## src/rtl/corr_pktfifo.sv

```systemverilog
// corr_pktfifo: packet-atomic byte FIFO (whole-packet push via i_pkt_*, byte pop/flush via i_pop/i_flush, status o_*)
module corr_pktfifo #(
  parameter int PKT_BYTES = 4,
  parameter int DEPTH = 10
) (
  input  logic                         i_clk,
  input  logic                         i_rst_n,
  input  logic                         i_cg,
  input  logic [PKT_BYTES*8-1:0]       i_pkt_data,
  input  logic                         i_pkt_valid,
  output logic                         o_pkt_ready,
  output logic                         o_overflow,
  input  logic                         i_pop,
  input  logic                         i_flush,
  output logic [7:0]                   o_data,
  output logic                         o_empty,
  output logic [$clog2(DEPTH+1)-1:0]   o_count
);
  localparam int CW = $clog2(DEPTH+1);
  localparam int PW = DEPTH > 1 ? $clog2(DEPTH) : 1;
  logic [7:0] mem [DEPTH];
  logic [PW-1:0] wrPtr, rdPtr;
  logic [CW-1:0] count;
  logic overflow, doPush, doDrop, doPop, doFlush;
  function automatic logic [PW-1:0] wrap(input logic [PW-1:0] p, input int n);
    int s;
    s = int'(p) + n;
    return PW'(s >= DEPTH ? s - DEPTH : s);
  endfunction
  always_comb begin
    o_pkt_ready = int'(count) <= DEPTH - PKT_BYTES;
    o_empty = count == '0;
    o_count = count;
    o_overflow = overflow;
    o_data = o_empty ? 8'd0 : mem[rdPtr];
    doFlush = i_cg && i_flush;
    doPush = i_cg && i_pkt_valid && o_pkt_ready && !i_flush;
    doDrop = i_cg && i_pkt_valid && !o_pkt_ready && !i_flush;
    doPop = i_cg && i_pop && !o_empty && !i_flush;
  end
  always_ff @(posedge i_clk or negedge i_rst_n) begin
    if (!i_rst_n) begin
      wrPtr <= '0;
      rdPtr <= '0;
      count <= '0;
      overflow <= 1'b0;
    end else if (doFlush) begin
      wrPtr <= '0;
      rdPtr <= '0;
      count <= '0;
      overflow <= 1'b0;
    end else begin
      if (doPush) wrPtr <= wrap(wrPtr, PKT_BYTES);
      if (doPop) rdPtr <= wrap(rdPtr, 1);
      if (doDrop) overflow <= 1'b1;
      count <= count + (doPush ? CW'(PKT_BYTES) : '0) - (doPop ? CW'(1) : '0);
    end
  end
  always_ff @(posedge i_clk) begin
    if (doPush)
      for (int k = 0; k < PKT_BYTES; k++) mem[wrap(wrPtr, k)] <= i_pkt_data[k*8 +: 8];
  end
endmodule
```

## config.mk

```make
export PLATFORM = sky130hd
export DESIGN_NAME = corr_pktfifo
export DESIGN_NICKNAME = d
export VERILOG_FILES = /design/src/rtl/corr_pktfifo.sv
export SDC_FILE = /design/constraint.sdc
export NUM_CORES = 1
export LEC_CHECK = 0
export CORE_MARGIN = 2
export CORE_UTILIZATION = 60
export DETAILED_ROUTE_END_ITERATION = 10
export PLACE_DENSITY = 0.83
export SYNTH_ARGS = -nofsm -noshare
export SYNTH_HDL_FRONTEND = slang
export SYNTH_SLANG_ARGS = --single-unit
```

## constraint.sdc

```tcl
create_clock -name i_clk -period 5.6 [get_ports i_clk]
set_input_delay 1.12 -clock i_clk [delete_from_list [all_inputs] [get_ports i_clk]]
set_output_delay 1.12 -clock i_clk [all_outputs]
set_load 0.01 [all_outputs]
```

==> impl_metrics.toml, run 1 <==
[status]
run_status = "completed"

[cts]
ctsHoldBuffers = 0
cts_resized = 0
htreeDepth = 3
insertion_delay_ns = 0.36
post_cts_buffers = 0
clock-sinks = 92
clk_pin_slew_worst_paths_ns = 0.09
cts_tree = "yes"
clk_path_buf_depth = 2
cts_buffers = 9
clockRootBuffer = "clkbuf_8"

[sta]
timing.final.hold_violations = 0
finClkSkew_ns = 0.00852
drv_slew = 0
max_slew_margin = 0.209
tightest_slew_ns = 1.17
min_period_over_period = 0.754
rsz0062_at_grt = "false"
period_minus_slack_ns = 4.22
fin_setup_tns_ns = 0
setup_viol = 0
fmax_mhz = 237

[final_layout]
regArea_mm2 = 0.00270
nFillCells = 709
final_common_cell = "mux2_2"
multiInputGateArea_mm2 = 0.00307
area_delta_synth_final_pct = 13.3
nets = 563
layout-drive-gt1-share = 0.284
final_cell_mix = "86 x mux2_2, 80 x edfxtp_1, 52 x clkdlybuf4s50_1"
antennaDiodeCount = 0

[critical_path]
slowest_stage = "dfrtp_1"
crit_path_cell_trace = "buf_4 > buf_4 > mux4_2 > a211oi_1 > a211oi_1 > clkdlybuf4s50_1"
start_kind = "flip-flop"
critPathKind = "flip-flop to output port"
worstPathMaxFanout = 13
critPathRequiredTime_ns = 4.48
worstSetupEndpointType = "output port"
arrival_ns = 3.10
slowest_delay_ns = 0.69
r2r.worst_path.cells = 7

[synthesis]
ys.warnings.count = 0
synth_area_leaders = "edfxtp_1 40%, mux2_2 16%, mux4_2 6.0%"
synth.net_count = 521
ys_types = 55
synth-main-ff-cell = "edfxtp_1"
syn_area_mm2 = 0.00596
synth-async-reset-ratio = 0.130
synth_seq_cells = 92
synth_top_area_frac = 0.403
synth-edff-count = 80
synth_top_area_cell = "edfxtp_1"
yosysSeqAreaShare = 0.453
synthesis.instances = 464
syn_avg_cell_area_um2 = 12.8

[grt]
grt_pass1_wl_mm = 22.3
busiest_layer = "met2"
grt_overflow = 0
antenna_found_initial = 0
grt_use_met2 = 0.441
grtUsageMet1 = 0.367
grt_max_degree = 25
grtUsageTotal = 0.268
grt_use_met3 = 0.0585
grt_pass1_vias = 4131

[flow_run]
max_cap_viol_count = 0

[placed_design]
hpwl_mm = 10.8
gp_congestion = 0.903
portBuffers = 52

[power]
p_int_mw = 1.38
power_leakage_nw = 2.36
power.density_mw_per_mm2 = 307
clkPwrFrac = 0.194
swShare = 0.336
vdd_drop_max_uv = 153
total_power_mw = 2.07
pwr-share-comb = 0.379
pwr-share-seq = 0.427
switchingPower_mw = 0.698

[floorplanning]
die_w_um = 104
initial_core_util = 0.613
design.die.area_mm2 = 0.0107
rows = 36
pin_count = 53
die_y_um = 104
fp.coreArea_mm2 = 0.00973

[detailed_routing]
drt_wl_total_mm = 14.2
drt_first_pass_iters = 5
viasPerCell = 6.34
via_count = 4085
ant_nets = 0
drt_iter0_drc = 460
routedWlPerCell_um = 22.0
remaining_drc_errors = 0

[min_path]
min_path_cells = 2
hold_path.class = "flip-flop to flip-flop"
synth_stat cells (8+ instances only):
master     n
edfxtp_1  80
a211oi_1  16
mux2_2    86
a21oi_1   20
clkbuf_1  11
mux2i_1   19
ha_1      17
mux2_1    11
mux4_2    16
nor2_1    20
dfrtp_1   12
nand2b_1   9
nand2_1   12
and2_1    10
o21ai_0   11
mux2_4     8
buf_1     10
inv_1     18
per-stage QoR:
stage	std cells	hold WS, ns	worst slack [ns]	area [um^2]	util
floorplan	464	0.529	2.56	5960	-
global placement	628	0.495	1.44	6580	0.677
detailed placement	628	0.499	1.34	6580	0.677
CTS	644	0.522	1.35	6750	0.694
global route	644	0.578	1.21	6750	0.694
finish	644	0.512	1.38	6750	0.694
cell families (layout without fill, tap and decap cells):
logic type | count (synthesis) | count (layout) | synth area share
AO/OA/AOI/OAI | 70 | 70 | 0.0772
multiplexers | 140 | 140 | 0.296
buffers and inverters | 46 | 93 | 0.0309
adder cells (fa/ha/maj) | 19 | 19 | 0.0424
flip-flops | 92 | 92 | 0.453
AND/OR/NAND/NOR | 91 | 91 | 0.0890
XOR/XNOR | 6 | 6 | 0.0113
registers in the layout (all words and copies together), names as in the netlist:
register    cells
wrPtr           3
rdPtr           4
o_overflow      1
mem            80
o_count         4
power groups by stage:
stage / clock (mW) / combinational [mW] / sequential (mW)
2_1_floorplan: 0 / 0.527 / 0.864
5_1_grt: 0.423 / 0.854 / 0.898
6_report: 0.402 / 0.786 / 0.887
4_1_cts: 0.398 / 0.787 / 0.887
3_3_place_gp: 0 / 0.760 / 0.898
3_5_place_dp: 0 / 0.784 / 0.903
critical path, delay by kind of cell, from the launching register on:
family          cells  cell delay, ns
buf+inv             3            1.14
flops               1            0.69
mux                 1            0.53
compound gates      2            0.39
worst paths after layout:
check	slack (ns)	from	endpoint
max	1.38	rdPtr[0]	o_data[5]
min	0.51	o_overflow	o_overflow
max reg2reg	1.79	wrPtr[1]	mem[6][2]
min reg2reg	0.51	o_overflow	o_overflow
max in group asynchronous	4.12	i_rst_n	rdPtr[2]
min in group asynchronous	1.11	i_rst_n	o_count[2]
final cells by class:
type                    instances  share of cell area
clock inverters                 6             0.00593
clock buffers                  10              0.0189
flip-flops and latches         92               0.400
inverters                      18              0.0100
well taps                     133              0.0246
multi-input cells             326               0.455
repair buffers                 59              0.0849
metal layers:
metal,wire length (um),share of wire
met5,0,0
met4,219,0.015
met3,1240,0.088
met2,6820,0.48
met1,5880,0.42
Power figures use the tool's default switching activity.
==> run 2, diff against run 1 <==
--- a/config.mk
+++ b/config.mk
@@ -6,9 +6,9 @@
 export NUM_CORES = 1
 export LEC_CHECK = 0
 export CORE_MARGIN = 2
-export CORE_UTILIZATION = 60
+export CORE_UTILIZATION = 53
 export DETAILED_ROUTE_END_ITERATION = 10
-export PLACE_DENSITY = 0.83
+export PLACE_DENSITY = 0.77
 export SYNTH_ARGS = -nofsm -noshare
 export SYNTH_HDL_FRONTEND = slang
 export SYNTH_SLANG_ARGS = --single-unit
==> constraint.sdc (replaced) <==
create_clock -name i_clk -period 3.85 [get_ports i_clk]
set_input_delay 0.77 -clock i_clk [delete_from_list [all_inputs] [get_ports i_clk]]
set_output_delay 0.77 -clock i_clk [all_outputs]
set_load 0.01 [all_outputs]
==> run 2 against run 1 <==
Effect of this change:
- via count rose by 1.7%
- routed wire length up 1.1%
- largest cell class unchanged
- final area grew 1.9%
- global-route usage decreased by 2.1 points
- clock-buffer cell count down 1
- hold slack improved by 0.0049 ns
- first-iteration DRC count is 15% lower
- highest routed layer unchanged
==> impl_metrics.toml, run 2 (synthesis gave the netlist of run 1 again) <==
[final_layout]
layout-drive-gt1-share = 0.304
final_cells = 663
largest_reg_flops = 80
regMostFlops = "mem"
antennaDiodeCount = 0
final_common_cell = "mux2_2"
area_delta_synth_final_pct = 15.4
nets = 575
fin_util = 0.632
final_cell_mix = "86 x mux2_2, 80 x edfxtp_1, 52 x clkdlybuf4s50_1"

[placed_design]
gp_congestion = 0.878
post-place-ws_ns = 0.487
hpwl_mm = 10.7
place_inst = 647
portBuffers = 52

[critical_path]
worstSetupEndpointType = "output port"
arrival_ns = 2.70
critPathRequiredTime_ns = 3.08
worstPathMaxFanout = 16
start_kind = "flip-flop"
critPathKind = "flip-flop to output port"

[floorplanning]
initial_core_util = 0.547
die_w_um = 110
die_y_um = 110
design.die.area_mm2 = 0.0121
pin_count = 53
fp.coreArea_mm2 = 0.0109
rows = 38

[grt]
grt_pass1_vias = 3914
grt_max_degree = 22
grt_overflow = 0
grt_pass1_wl_mm = 21.6
grtUsageTotal = 0.247
antenna_found_initial = 0

[sta]
setup_viol = 0
setup_slack_ns = 0.381
fin_setup_tns_ns = 0
min_period_over_period = 0.901
hold_ws_ns = 0.517
fmax_mhz = 288
finClkSkew_ns = 0.0125
timing.final.hold_violations = 0
rsz0062_at_grt = "false"
drv_slew = 0
max_slew_margin = 0.213
tightest_slew_ns = 1.17
period_minus_slack_ns = 3.47

[cts]
clk_pin_slew_worst_paths_ns = 0.10
cts_buffers = 9
ctsHoldBuffers = 0
clock-sinks = 92
htreeDepth = 3
post_cts_buffers = 0
insertion_delay_ns = 0.38
clk_path_buf_depth = 2
cts_tree = "yes"
clockRootBuffer = "clkbuf_8"
cts_resized = 0

[power]
vdd_drop_max_uv = 306
power.density_mw_per_mm2 = 453
power_leakage_nw = 2.44

[detailed_routing]
routedWlPerCell_um = 21.6
drt_iter0_drc = 389
remaining_drc_errors = 0
drt_first_pass_iters = 5
drt_wl_total_mm = 14.3
ant_nets = 0
via_count = 4153
viasPerCell = 6.26

[status]
run_status = "completed"

[flow_run]
max_cap_viol_count = 0

[min_path]
hold_path.class = "flip-flop to flip-flop"
run 2: path summary, 6_finish.rpt:
check,start,endpoint,slack (ns),cells after the start
min,o_overflow,o_overflow,0.52,2
max reg2reg,wrPtr[2],mem[6][1],0.51,6
min reg2reg,o_overflow,o_overflow,0.52,2
min in group asynchronous,i_rst_n,o_count[0],0.75,1
max in group asynchronous,i_rst_n,o_count[2],2.73,1
max,rdPtr[1],o_data[6],0.38,5
run 2: power breakdown:
| group | total (mW) | internal, mW | switching, mW |
|---|---|---|---|
| logic | 1.18 | 0.610 | 0.570 |
| clock network | 0.681 | 0.304 | 0.376 |
| registers | 1.26 | 1.18 | 0.0844 |
run 2: worst max-delay path, cell delays in order, from the launching register on:
cell,delay (ns)
dfrtp_1,0.84
buf_4,0.29
mux4_2,0.31
a211oi_1,0.27
a211oi_1,0.08
clkdlybuf4s50_1,0.51
run 2: metrics by stage:
stage               power (mW)  instance area (um^2)
detailed placement        2.46                  6680
finish                    3.12                  6880
global placement          2.42                  6680
global route              3.28                  6880
floorplan                 2.02                  5960
CTS                       3.13                  6880
run 2: layer usage:
layer / part of all wire / vias to the layer above / GRT usage / routed length (um)
met5: 0 / - / 0 / 0
met4: 0.015 / 0 / 0.0705 / 210
met3: 0.086 / 17 / 0.0564 / 1230
met2: 0.45 / 194 / 0.371 / 6510
met1: 0.44 / 2061 / 0.360 / 6370
li1: - / 1881 / - / -
run 2: final cells by class:
class | instances | area, um^2
fill | 845 | 4010
multi-input combinational | 326 | 3070
sequential | 92 | 2700
timing repair buffer | 71 | 663
tap | 140 | 175
clock buffer | 9 | 124
clock inverter | 7 | 75.1
inverter | 18 | 67.6
==> run 3, diff against run 2 <==
--- a/config.mk
+++ b/config.mk
@@ -5,7 +5,7 @@
 export SDC_FILE = /design/constraint.sdc
 export NUM_CORES = 1
 export LEC_CHECK = 0
-export CORE_MARGIN = 2
+export CORE_MARGIN = 5
 export CORE_UTILIZATION = 53
 export DETAILED_ROUTE_END_ITERATION = 10
 export PLACE_DENSITY = 0.77
==> run 3 against run 2 <==
Effect of this change:
- worst setup slack worse by 0.097 ns
- via count decreased by 0.39%
- flip-flop and latch count stayed put
- clock-buffer cell count is 1 higher
- combinational power hardly changed
- die area grew 11%
- clock power grew 30%
- critical path type unchanged
- critical endpoint is now o_data[2]
==> impl_metrics.toml, run 3 (synthesis gave the netlist of run 1 again) <==
[status]
run_status = "completed"

[detailed_routing]
drt_first_pass_iters = 5
dr_wl_met3_mm = 1.30
dr_wl_met2_mm = 6.87
viasPerCell = 6.23
drt_wl_total_mm = 14.6
top_layer = "met4"
routedWlPerCell_um = 22.1
drt-met1-wl_mm = 6.29
drt_iter0_drc = 385
via_count = 4137
ant_nets = 0
remaining_drc_errors = 0

[min_path]
hold_path.class = "flip-flop to flip-flop"

[final_layout]
final_common_cell = "mux2_2"
final_cell_mix = "86 x mux2_2, 80 x edfxtp_1, 52 x clkdlybuf4s50_1"
regMostFlops = "mem"
area_delta_synth_final_pct = 17.2
fin_util = 0.639
largest_reg_flops = 80
nets = 577
layout-drive-gt1-share = 0.303
antennaDiodeCount = 0

[grt]
grt_pass1_wl_mm = 23.1
grt_pass1_vias = 4101
grt_max_degree = 22
grt_overflow = 0
grtUsageTotal = 0.229
antenna_found_initial = 0

[cts]
insertion_delay_ns = 0.35
ctsHoldBuffers = 0
cts_resized = 0
clock-sinks = 92
cts_buffers = 9
cts_tree = "yes"
post_cts_buffers = 0
clockRootBuffer = "clkbuf_16"
clk_path_buf_depth = 2
htreeDepth = 3
clk_pin_slew_worst_paths_ns = 0.06

[floorplanning]
die_w_um = 116
design.die.area_mm2 = 0.0135
pin_count = 53
die_y_um = 116
rows = 38
initial_core_util = 0.545
fp.coreArea_mm2 = 0.0109

[critical_path]
worst-path-buf-inv = 2
crit_family = "flip-flops"
slowest_stage = "dfrtp_1"
critPathKind = "flip-flop to output port"
slowest_delay_ns = 0.79
arrival_ns = 2.80
start_kind = "flip-flop"
crit_path_frequent_cell = "a211oi_1"
crit_path_cell_trace = "buf_4 > mux4_2 > a211oi_1 > a211oi_1 > clkdlybuf4s50_1"
worstPathMaxFanout = 11
critPathRequiredTime_ns = 3.08
worstSetupEndpointType = "output port"

[flow_run]
max_cap_viol_count = 0

[power]
power_leakage_nw = 2.49
power.density_mw_per_mm2 = 477
total_power_mw = 3.34
vdd_drop_max_uv = 343

[sta]
setup_slack_ns = 0.284
finClkSkew_ns = 0.00674
period_minus_slack_ns = 3.57
setup_viol = 0
max_slew_margin = 0.254
fin_setup_tns_ns = 0
drv_slew = 0
fmax_mhz = 280
tightest_slew_ns = 1.11
rsz0062_at_grt = "false"
timing.final.hold_violations = 0
min_period_over_period = 0.926

[placed_design]
gp_congestion = 0.934
portBuffers = 52
hpwl_mm = 11.0
post-place-ws_ns = 0.455
## run 3: worst paths after layout
path	cells after the start	endpoint	from	slack, ns
max in group asynchronous	1	o_count[2]	i_rst_n	2.68
min in group asynchronous	1	rdPtr[2]	i_rst_n	0.79
worst max register to register	7	mem[0][2]	wrPtr[2]	0.58
worst max-delay path	5	o_data[2]	rdPtr[0]	0.28
worst min register to register	2	o_overflow	o_overflow	0.52
worst min-delay path	2	o_overflow	o_overflow	0.52
## run 3: tightest hold or removal path: cells and delay by family (launching register included)
family | cells | cell delay, ns
compound gates | 1 | 0.05
flops | 1 | 0.36
simple gates | 1 | 0.08
## run 3: through the flow
stage | hold slack [ns] | cells | area, um^2
global route | 0.561 | 664 | 6990
global placement | 0.479 | 649 | 6700
CTS | 0.525 | 664 | 6990
floorplan | 0.474 | 464 | 5960
detailed placement | 0.509 | 649 | 6700
finish | 0.523 | 664 | 6990
## run 3: per-layer routing
metal / global-route usage / up-vias
met4: 0.0572 / 0
met3: 0.0444 / 20
li1: - / 1891
met5: 0 / -
met1: 0.335 / 2012
met2: 0.354 / 214
## run 3: cell type report
type | count | area [um^2]
fill | 849 | 3950
multi-input combinational | 326 | 3070
sequential | 92 | 2700
timing repair buffer | 73 | 678
clock buffer | 10 | 229
tap | 140 | 175
inverter | 18 | 67.6
clock inverter | 5 | 61.3
## run 3: power by group
part           switching (mW)  internal, mW
combinational           0.553         0.619
sequential              0.100          1.18
clock                   0.384         0.503
